### config.mk
export PLATFORM = sky130hd
export DESIGN_NAME = jtsdram_prog
export DESIGN_NICKNAME = d
export VERILOG_FILES = /design/src/rtl/jtsdram_prog.sv
export SDC_FILE = /design/constraint.sdc
export NUM_CORES = 1
export LEC_CHECK = 0
export BUFFER_PORTS_ARGS = -buffer_cell sky130_fd_sc_hd__buf_2
export CAP_MARGIN = 15
export CORE_UTILIZATION = 56
export CTS_CLUSTER_DIAMETER = 100
export DETAILED_ROUTE_END_ITERATION = 12
export GPL_TIMING_DRIVEN = 0
export PLACE_DENSITY = 0.81
export SYNTH_ARGS = -nofsm -noshare
export SYNTH_HDL_FRONTEND = slang
export SYNTH_SLANG_ARGS = --single-unit
### constraint.sdc
create_clock -name clk -period 2.46 [get_ports clk]
set_input_delay 0.246 -clock clk [delete_from_list [all_inputs] [get_ports clk]]
set_output_delay 0.246 -clock clk [all_outputs]
set_load 0.03 [all_outputs]
### src/rtl/jtsdram_prog.sv
`default_nettype none
// ============================================================================
// Module   : jtsdram_prog
// Purpose  : Writes a seed-derived data pattern to every word of all four
//            SDRAM banks through the controller programming port, then
//            raises prog_done (with prog_err if a write was never acked).
// Revision : 1.0 - initial release
// ============================================================================
module jtsdram_prog #(
    parameter int AW   = 22,
    parameter int GAP  = 0,
    parameter int TOUT = 255
) (
    input  logic          rst,
    input  logic          clk,
    input  logic          prog_start,
    input  logic [15:0]   data_ref,
    output logic          prog_done,
    output logic          prog_err,
    output logic          prog_we,
    output logic [1:0]    prog_ba,
    output logic [AW-1:0] prog_addr,
    output logic [15:0]   prog_data,
    input  logic          prog_ack
);

    // Gap counter runs 0..GAP-1, timeout counter runs 0..TOUT.
    localparam int GW = (GAP > 1) ? $clog2(GAP) : 1;
    localparam int TW = (TOUT > 1) ? $clog2(TOUT + 1) : 1;
    localparam logic [GW-1:0] c_gap_last  = GW'((GAP > 0) ? (GAP - 1) : 0);
    localparam logic [TW-1:0] c_tout_last = TW'(TOUT - 1);

    typedef enum logic [1:0] {
        S_IDLE  = 2'd0,
        S_WRITE = 2'd1,
        S_GAP   = 2'd2,
        S_DONE  = 2'd3
    } state_t;

    state_t          state_q, state_d;
    logic [15:0]     seed_q,  seed_d;
    logic            done_q,  done_d;
    logic            err_q,   err_d;
    logic            we_q,    we_d;
    logic [1:0]      ba_q,    ba_d;
    logic [AW-1:0]   addr_q,  addr_d;
    logic [15:0]     data_q,  data_d;
    logic [GW-1:0]   gap_q,   gap_d;
    logic [TW-1:0]   tout_q,  tout_d;

    logic [AW+1:0]   w_next_pos;
    logic            w_last;
    logic [15:0]     w_addr16;

    // Pattern uses the low 16 address bits, zero-extended for narrow banks.
    generate
        if (AW >= 16) begin : g_addr_trunc
            assign w_addr16 = addr_d[15:0];
        end else begin : g_addr_zext
            assign w_addr16 = {{(16 - AW){1'b0}}, addr_d};
        end
    endgenerate

    // Bank and address form one bank-major counter; carry out of addr bumps bank.
    assign w_next_pos = {ba_q, addr_q} + (AW + 2)'(1);
    assign w_last     = (ba_q == 2'd3) && (&addr_q);

    // Next-state logic; data follows the next position so it moves with addr/ba.
    always_comb begin
        state_d = state_q;
        seed_d  = seed_q;
        done_d  = done_q;
        err_d   = err_q;
        we_d    = we_q;
        ba_d    = ba_q;
        addr_d  = addr_q;
        gap_d   = gap_q;
        tout_d  = tout_q;

        case (state_q)
            S_IDLE, S_DONE: begin
                if (prog_start) begin
                    seed_d  = data_ref;
                    done_d  = 1'b0;
                    err_d   = 1'b0;
                    ba_d    = 2'd0;
                    addr_d  = '0;
                    we_d    = 1'b1;
                    gap_d   = '0;
                    tout_d  = '0;
                    state_d = S_WRITE;
                end
            end
            S_WRITE: begin
                if (we_q && prog_ack) begin
                    tout_d = '0;
                    if (w_last) begin
                        we_d    = 1'b0;
                        done_d  = 1'b1;
                        state_d = S_DONE;
                    end else begin
                        {ba_d, addr_d} = w_next_pos;
                        if (GAP > 0) begin
                            we_d    = 1'b0;
                            gap_d   = '0;
                            state_d = S_GAP;
                        end
                    end
                end else if (we_q) begin
                    // Stalled word: abort once TOUT unacked cycles have elapsed,
                    // leaving ba/addr on the failing word.
                    tout_d = tout_q + TW'(1);
                    if (tout_q == c_tout_last) begin
                        we_d    = 1'b0;
                        err_d   = 1'b1;
                        done_d  = 1'b1;
                        state_d = S_DONE;
                    end
                end
            end
            S_GAP: begin
                if (gap_q == c_gap_last) begin
                    we_d    = 1'b1;
                    tout_d  = '0;
                    state_d = S_WRITE;
                end else begin
                    gap_d = gap_q + GW'(1);
                end
            end
            default: begin
                state_d = S_IDLE;
            end
        endcase

        data_d = seed_d ^ w_addr16 ^ {ba_d, 14'd0};
    end

    // State and output registers, cleared asynchronously so a reset abandons the pass.
    always_ff @(posedge clk or posedge rst) begin
        if (rst) begin
            state_q <= S_IDLE;
            seed_q  <= '0;
            done_q  <= 1'b0;
            err_q   <= 1'b0;
            we_q    <= 1'b0;
            ba_q    <= 2'd0;
            addr_q  <= '0;
            data_q  <= '0;
            gap_q   <= '0;
            tout_q  <= '0;
        end else begin
            state_q <= state_d;
            seed_q  <= seed_d;
            done_q  <= done_d;
            err_q   <= err_d;
            we_q    <= we_d;
            ba_q    <= ba_d;
            addr_q  <= addr_d;
            data_q  <= data_d;
            gap_q   <= gap_d;
            tout_q  <= tout_d;
        end
    end

    assign prog_done = done_q;
    assign prog_err  = err_q;
    assign prog_we   = we_q;
    assign prog_ba   = ba_q;
    assign prog_addr = addr_q;
    assign prog_data = data_q;

endmodule
`default_nettype wire

# Word level (Yosys, flattened, before mapping)
# Index checks and enable logic that the tools add are counted.
# W data, S select, Z words.
[totals]
regBits = 70
in_bits = 20
out_inout_bits = 43
wordCells = 84
[op_classes]
addsub = 3
eq_ne = 15
mux = 39
bitwise_logic = 2
n_reduce_logical = 14
[op_table]
columns = ["cell", "count"]
rows = [
  ["$mux W22", 3],
  ["$pmux W22 S2", 1],
  ["$mux W16", 2],
  ["$mux W8", 4],
  ["$xor A16 B16 Y16", 2],
  ["$add A24 B1 Y24 const B", 1],
  ["$pmux W8 S3", 1],
  ["$reduce_and A22 Y1", 1],
  ["$mux W2", 9],
  ["$reduce_and A5 Y1", 3],
  ["$ne A2 B2 Y1 const B", 7],
  ["$mux W1", 13],
  ["$ne A3 B3 Y1 const B", 3],
  ["$add A8 B1 Y8 const B", 1],
  ["$eq A8 B8 Y1 const B", 1],
  ["$eq A2 B2 Y1 const B", 3],
  ["$pmux W1 S2", 3],
  ["$pmux W2 S3", 1],
  ["$reduce_and A3 Y1", 2],
  ["$pmux W2 S2", 1],
  ["$reduce_and A4 Y1", 1],
  ["$reduce_bool A2 Y1", 2],
  ["$pmux W1 S3", 1],
  ["$eq A2 B1 Y1 const B", 1],
  ["5 further kinds", 6],
]

# Depth between registers and ports, before layout
[depth]
word_depth = 7
ltp_mapped = 9
depth_no_buf = 8

# Worst setup path before layout
# Ideal clock, no wire load.
[synth_path]
path_kind = "reg-to-reg"
start = "register addr_q[0], in the netlist prog_addr[0]"
end = "register data_q[9], in the netlist prog_data[9]"
setup_ns = 0.122
arrival_time_ns = 2.403
required_ns = 2.338
path_slack_ns = -0.065
stages_incl_launch_ff = 9
n_path_buf = 1
synth_period_minus_slack_ns = 2.525
path_cell_list = "dfrtp_1 -> ha_1 -> nand4_4 -> or4_4 -> o21ai_2 -> buf_4 -> nor4_1 -> a211o_1 -> xor2_1"
[synth_between]
elab_chain_len = 7
elab_cells_between_ends = 8
cone_classes = "add/sub: 1; mux: 3; bitwise: 2; reduce/logical: 2"
[synth_rtl]
columns = ["item", "line_no", "rtl"]
rows = [
  ["from (decl)", "46", "logic [AW-1:0] addr_q, addr_d;"],
  ["from (signal assigned)", "158", "addr_q <= addr_d;"],
  ["branches (longest 2 deep; another with $add A24 B1 Y24)", "--", ""],
  ["$mux W22 (*)", "97", "if (w_last) begin"],
  ["$mux W22 (*)", "95", "if (we_q && prog_ack) begin"],
  ["$pmux W22 S2 (*)", "80", "case (state_q)"],
  ["net addr_d[9]", "46", ""],
  ["$xor A16 B16 Y16 (*) (2 in a row)", "135", "data_d = seed_d ^ w_addr16 ^ {ba_d, 14'd0};"],
  ["net data_d[9]", "47", "logic [15:0] data_q, data_d;"],
  ["to (signal assigned)", "159", "data_q <= data_d;"],
  ["to (decl)", "47", ""],
]
# Mark *: on every way through the listed nets, which the timed path passes. The select of a mux whose other input is x is not followed.
# A chain may end at the register's enable or synchronous reset.

# Worst setup path in the final report
# Same ends and word-level chain as after synthesis.

==> impl_metrics.py <==
metrics = {
    "yosys": {
        "synthMuxAreaShare_pct": 7.21,
        "netlist_area_mm2": 0.00351,
        "synth_fa_ha_area_share_pct": 1.78,
        "synth_xor_area_share_pct": 5.49,
        "synth_area_per_cell_um2": 10.5,
        "yosys.area_share.simple_pct": 17.6,
        "synth_seq_cells": 69,
        "synth_cell_types": 54,
        "seq_area_frac_synth_pct": 49.2,
        "synth_top_family_by_area": "simple AND/OR/NAND/NOR gates",
        "synth_commonest_cells": "dfrtp_1 (69), nand2_1 (31), xor2_1 (20)",
        "synth_warnings": 0,
        "synth.area.top_cells": "dfrtp_1 (49%), mux2_2 (5.1%), xor2_1 (5.0%)",
        "synth-edff-count": 0,
        "yosysTopAreaCellShare_pct": 49.2,
        "synth_compound_area_share_pct": 16.2,
        "synthFlopType": "dfrtp_1",
        "synth.most_common_cell": "dfrtp_1",
        "syn_nets": 358,
        "synth_top_area_cell": "dfrtp_1",
        "synth_cells": 333,
        "ys_async_sr_fraction_pct": 100,
    },
    "critical_path": {
        "critical_path.top_delay_family": "simple AND/OR/NAND/NOR gates",
        "rrSetupSlack_ns": 0.1,
        "critPathCaptureType": "flop",
        "crit_cells": 8,
        "required_ns": 2.70,
        "critPathLaunchType": "flop",
        "crit_path_cell_trace": "ha_4 > nand4_4 > or4_4 > o21ai_2 > buf_4 > nor4_1 > a211o_1 > xor2_1",
        "cpPeakStageDelay_ns": 0.61,
        "critPathBufInv": 1,
        "worstPathArrival_ns": 2.60,
        "timing.rr.end": "prog_data[9]",
        "startpoint": "prog_addr[0]",
        "crit_end": "prog_data[9]",
        "crit_type": "flop to flop",
        "critPathSlowestCell": "or4_4",
        "critPathMaxFanout": 10,
        "r2r_cells": 8,
        "reg2reg_from": "prog_addr[0]",
    },
    "clock_network": {
        "hold_buffers": 0,
        "clock-root-buffer": "clkbuf_8",
        "clock_latency_ns": 0.35,
        "clockBufferDepth": 2,
        "cts_sinks": 69,
        "clk_pin_slew_ns": 0.08,
        "cts_tree": "yes",
        "numCtsBuffers": 9,
        "h-tree-depth": 3,
    },
    "floorplanning": {
        "rows": 28,
        "die_w_um": 81.1,
        "ios": 63,
        "start_util_pct": 58.5,
        "die-area_mm2": 0.00658,
        "core_area_mm2": 0.00599,
        "die-height_um": 81.1,
    },
    "drt": {
        "ant_nets": 0,
        "first_pass_iters": 5,
        "wl_mm": 8.49,
        "drtIter0Drc": 257,
        "avgRoutedWirePerCell_um": 17.4,
        "drcViolationCount": 0,
        "viasPerCell": 6.19,
        "routed-via-count": 3016,
    },
    "run_status": {
        "outcome": "complete, but fails checks",
        "violations": "negative hold slack",
    },
    "sta": {
        "fin_crit_sh_pct": 96.0,
        "max_clock_freq_mhz": 423,
        "finalSetupViolCount": 0,
        "hold_viol_final": 29,
        "min_period_ns": 2.36,
        "rsz0062_at_grt": "no",
        "skew_ns": 0.00961,
        "drv_slew": 0,
        "max_slew_margin_pct": 56.9,
        "tightest_slew_ns": 0.645,
        "worst_hold_slack_ns": -0.0228,
    },
    "layout": {
        "area_delta_synth_final_pct": 20.4,
        "design_area_mm2": 0.00422,
        "drive_gt1_share_pct": 30.8,
        "n_antenna_cell": 0,
        "instances_no_fill": 487,
        "final_core_util_pct": 70.5,
        "fin_nets": 432,
    },
    "grt": {
        "grt_antenna_before_repair": 0,
        "met3_usage_pct": 6.07,
        "grt.busiest_layer": "met2",
        "grt-ovfl-total": 0,
        "grt_max_degree": 41,
        "grt_pass1_vias": 2907,
        "gr-usage-met2_pct": 45.0,
        "grt_use_total_pct": 27.9,
        "grt_pass1_wl_mm": 13.6,
        "use_met1_pct": 35.3,
    },
    "hold_path": {
        "hold_class": "primary input to async pin",
    },
    "job": {
        "max-cap-violations": 0,
    },
    "placement": {
        "place_area_mm2": 0.00393,
        "placedCellCount": 471,
        "place_hpwl_mm": 5.93,
        "port_buffers": 62,
        "place_congestion": 0.886,
    },
    "power_and_ir_drop": {
        "leakagePower_nw": 2.02,
        "p_per_area_mw_per_mm2": 1040,
        "ir_drop_mv": 0.702,
    },
}
-- layer usage --
metal / vias up / wire [µm] / share of wire [%]
met4: 0 / 205 / 2.4
met5: - / 0 / 0
met1: 1457 / 3500 / 41
li1: 1385 / - / -
met2: 151 / 4110 / 48
met3: 23 / 675 / 8.0
-- metrics by stage --
stage          setup TNS [ns]  total power (W)  setup WS [ns]  hold WS, ns
6_report                    0          0.00438         0.0975      -0.0228
5_1_grt                     0          0.00462        0.00747       0.0323
3_3_place_gp           -17.27          0.00323         -0.444        0.465
3_5_place_dp           -0.565          0.00331        -0.0966        0.378
4_1_cts                     0          0.00436         0.0202     0.000958
2_1_floorplan               0          0.00284         0.0620        0.424
-- worst min path at each step --
stage | from | to | slack (ns) | depth (start not counted)
global placement | state_q[0] | state_q[0] | 0.47 | 2
CTS | rst | seed_q[0] | 0.001 | 2
detailed placement | rst | seed_q[0] | 0.38 | 2
finish | rst | seed_q[0] | -0.02 | 2
floorplan | data_ref[0] | seed_q[0] | 0.42 | 1
global route | rst | seed_q[0] | 0.03 | 2
-- flip-flops by register name, indices dropped and copies added, names as in the netlist --
register and flops:
prog_addr 22, prog_ba 2, tout_q 8, state_q 2, prog_data 16, seed_q 16, prog_done 1, prog_err 1
prog_we 1
-- power breakdown --
part	switching, W	internal, W	total [W]
registers	0.000144	0.00146	0.00161
logic	0.00116	0.000589	0.00175
clock network	0.000437	0.000596	0.00103
-- area by class of cell --
type | instances | area [µm²]
Fill cell | 442 | 1770
Multi-Input combinational cell | 242 | 1750
Sequential cell | 69 | 1730
Timing Repair Buffer | 64 | 338
Clock buffer | 10 | 138
Tap cell | 75 | 93.8
Clock inverter | 6 | 86.3
Inverter | 12 | 45.0
Buffer | 9 | 41.3
-- placed cells by master, fill, tap and decap left out, types with 3 or more instances in the layout --
| master | netlist | routed |
|---|---|---|
| a211o_1 | 3 | 3 |
| a21o_1 | 3 | 3 |
| a21oi_1 | 10 | 9 |
| a21oi_2 | 2 | 3 |
| a22o_1 | 3 | 3 |
| a31oi_1 | 6 | 6 |
| and2_1 | 3 | 3 |
| and3_1 | 7 | 7 |
| and4_1 | 6 | 6 |
| buf_2 | 0 | 62 |
| clkbuf_1 | 9 | 5 |
| clkbuf_2 | 0 | 3 |
| clkbuf_8 | 0 | 10 |
| dfrtp_1 | 69 | 67 |
| ha_1 | 5 | 4 |
| inv_1 | 12 | 11 |
| mux2_2 | 16 | 16 |
| mux2i_1 | 5 | 5 |
| nand2_1 | 31 | 29 |
| nand2b_1 | 4 | 3 |
| nand3_1 | 16 | 16 |
| nand4_1 | 11 | 11 |
| nor2_1 | 19 | 18 |
| nor3_1 | 4 | 4 |
| nor4_1 | 5 | 4 |
| o211ai_1 | 6 | 6 |
| o21ai_0 | 16 | 16 |
| o21ai_2 | 3 | 3 |
| o31ai_1 | 3 | 3 |
| xor2_1 | 20 | 20 |
-- repair_timing --
action,4_1_cts,5_1_grt
endpoints found under the setup margin,14,14
pin swaps,0,0
buffers inserted,0,1
gates resized for setup,6,11
-- kinds of logic (layout without fill, tap and decap cells) --
| group | after synthesis | count (layout) |
|---|---|---|
| simple gates | 116 | 116 |
| compound gates | 77 | 77 |
| flops | 69 | 69 |
| xor+xnor | 22 | 22 |
| mux | 22 | 22 |
| buf+inv | 22 | 101 |
| fa+ha+maj | 5 | 5 |
-- worst register-to-register path, cell delays in order (launching register included) --
cell	delay, ns
dfrtp_2	0.41
ha_4	0.18
nand4_4	0.17
or4_4	0.61
o21ai_2	0.17
buf_4	0.20
nor4_1	0.07
a211o_1	0.27
xor2_1	0.16
Power figures use the tool's default switching activity.
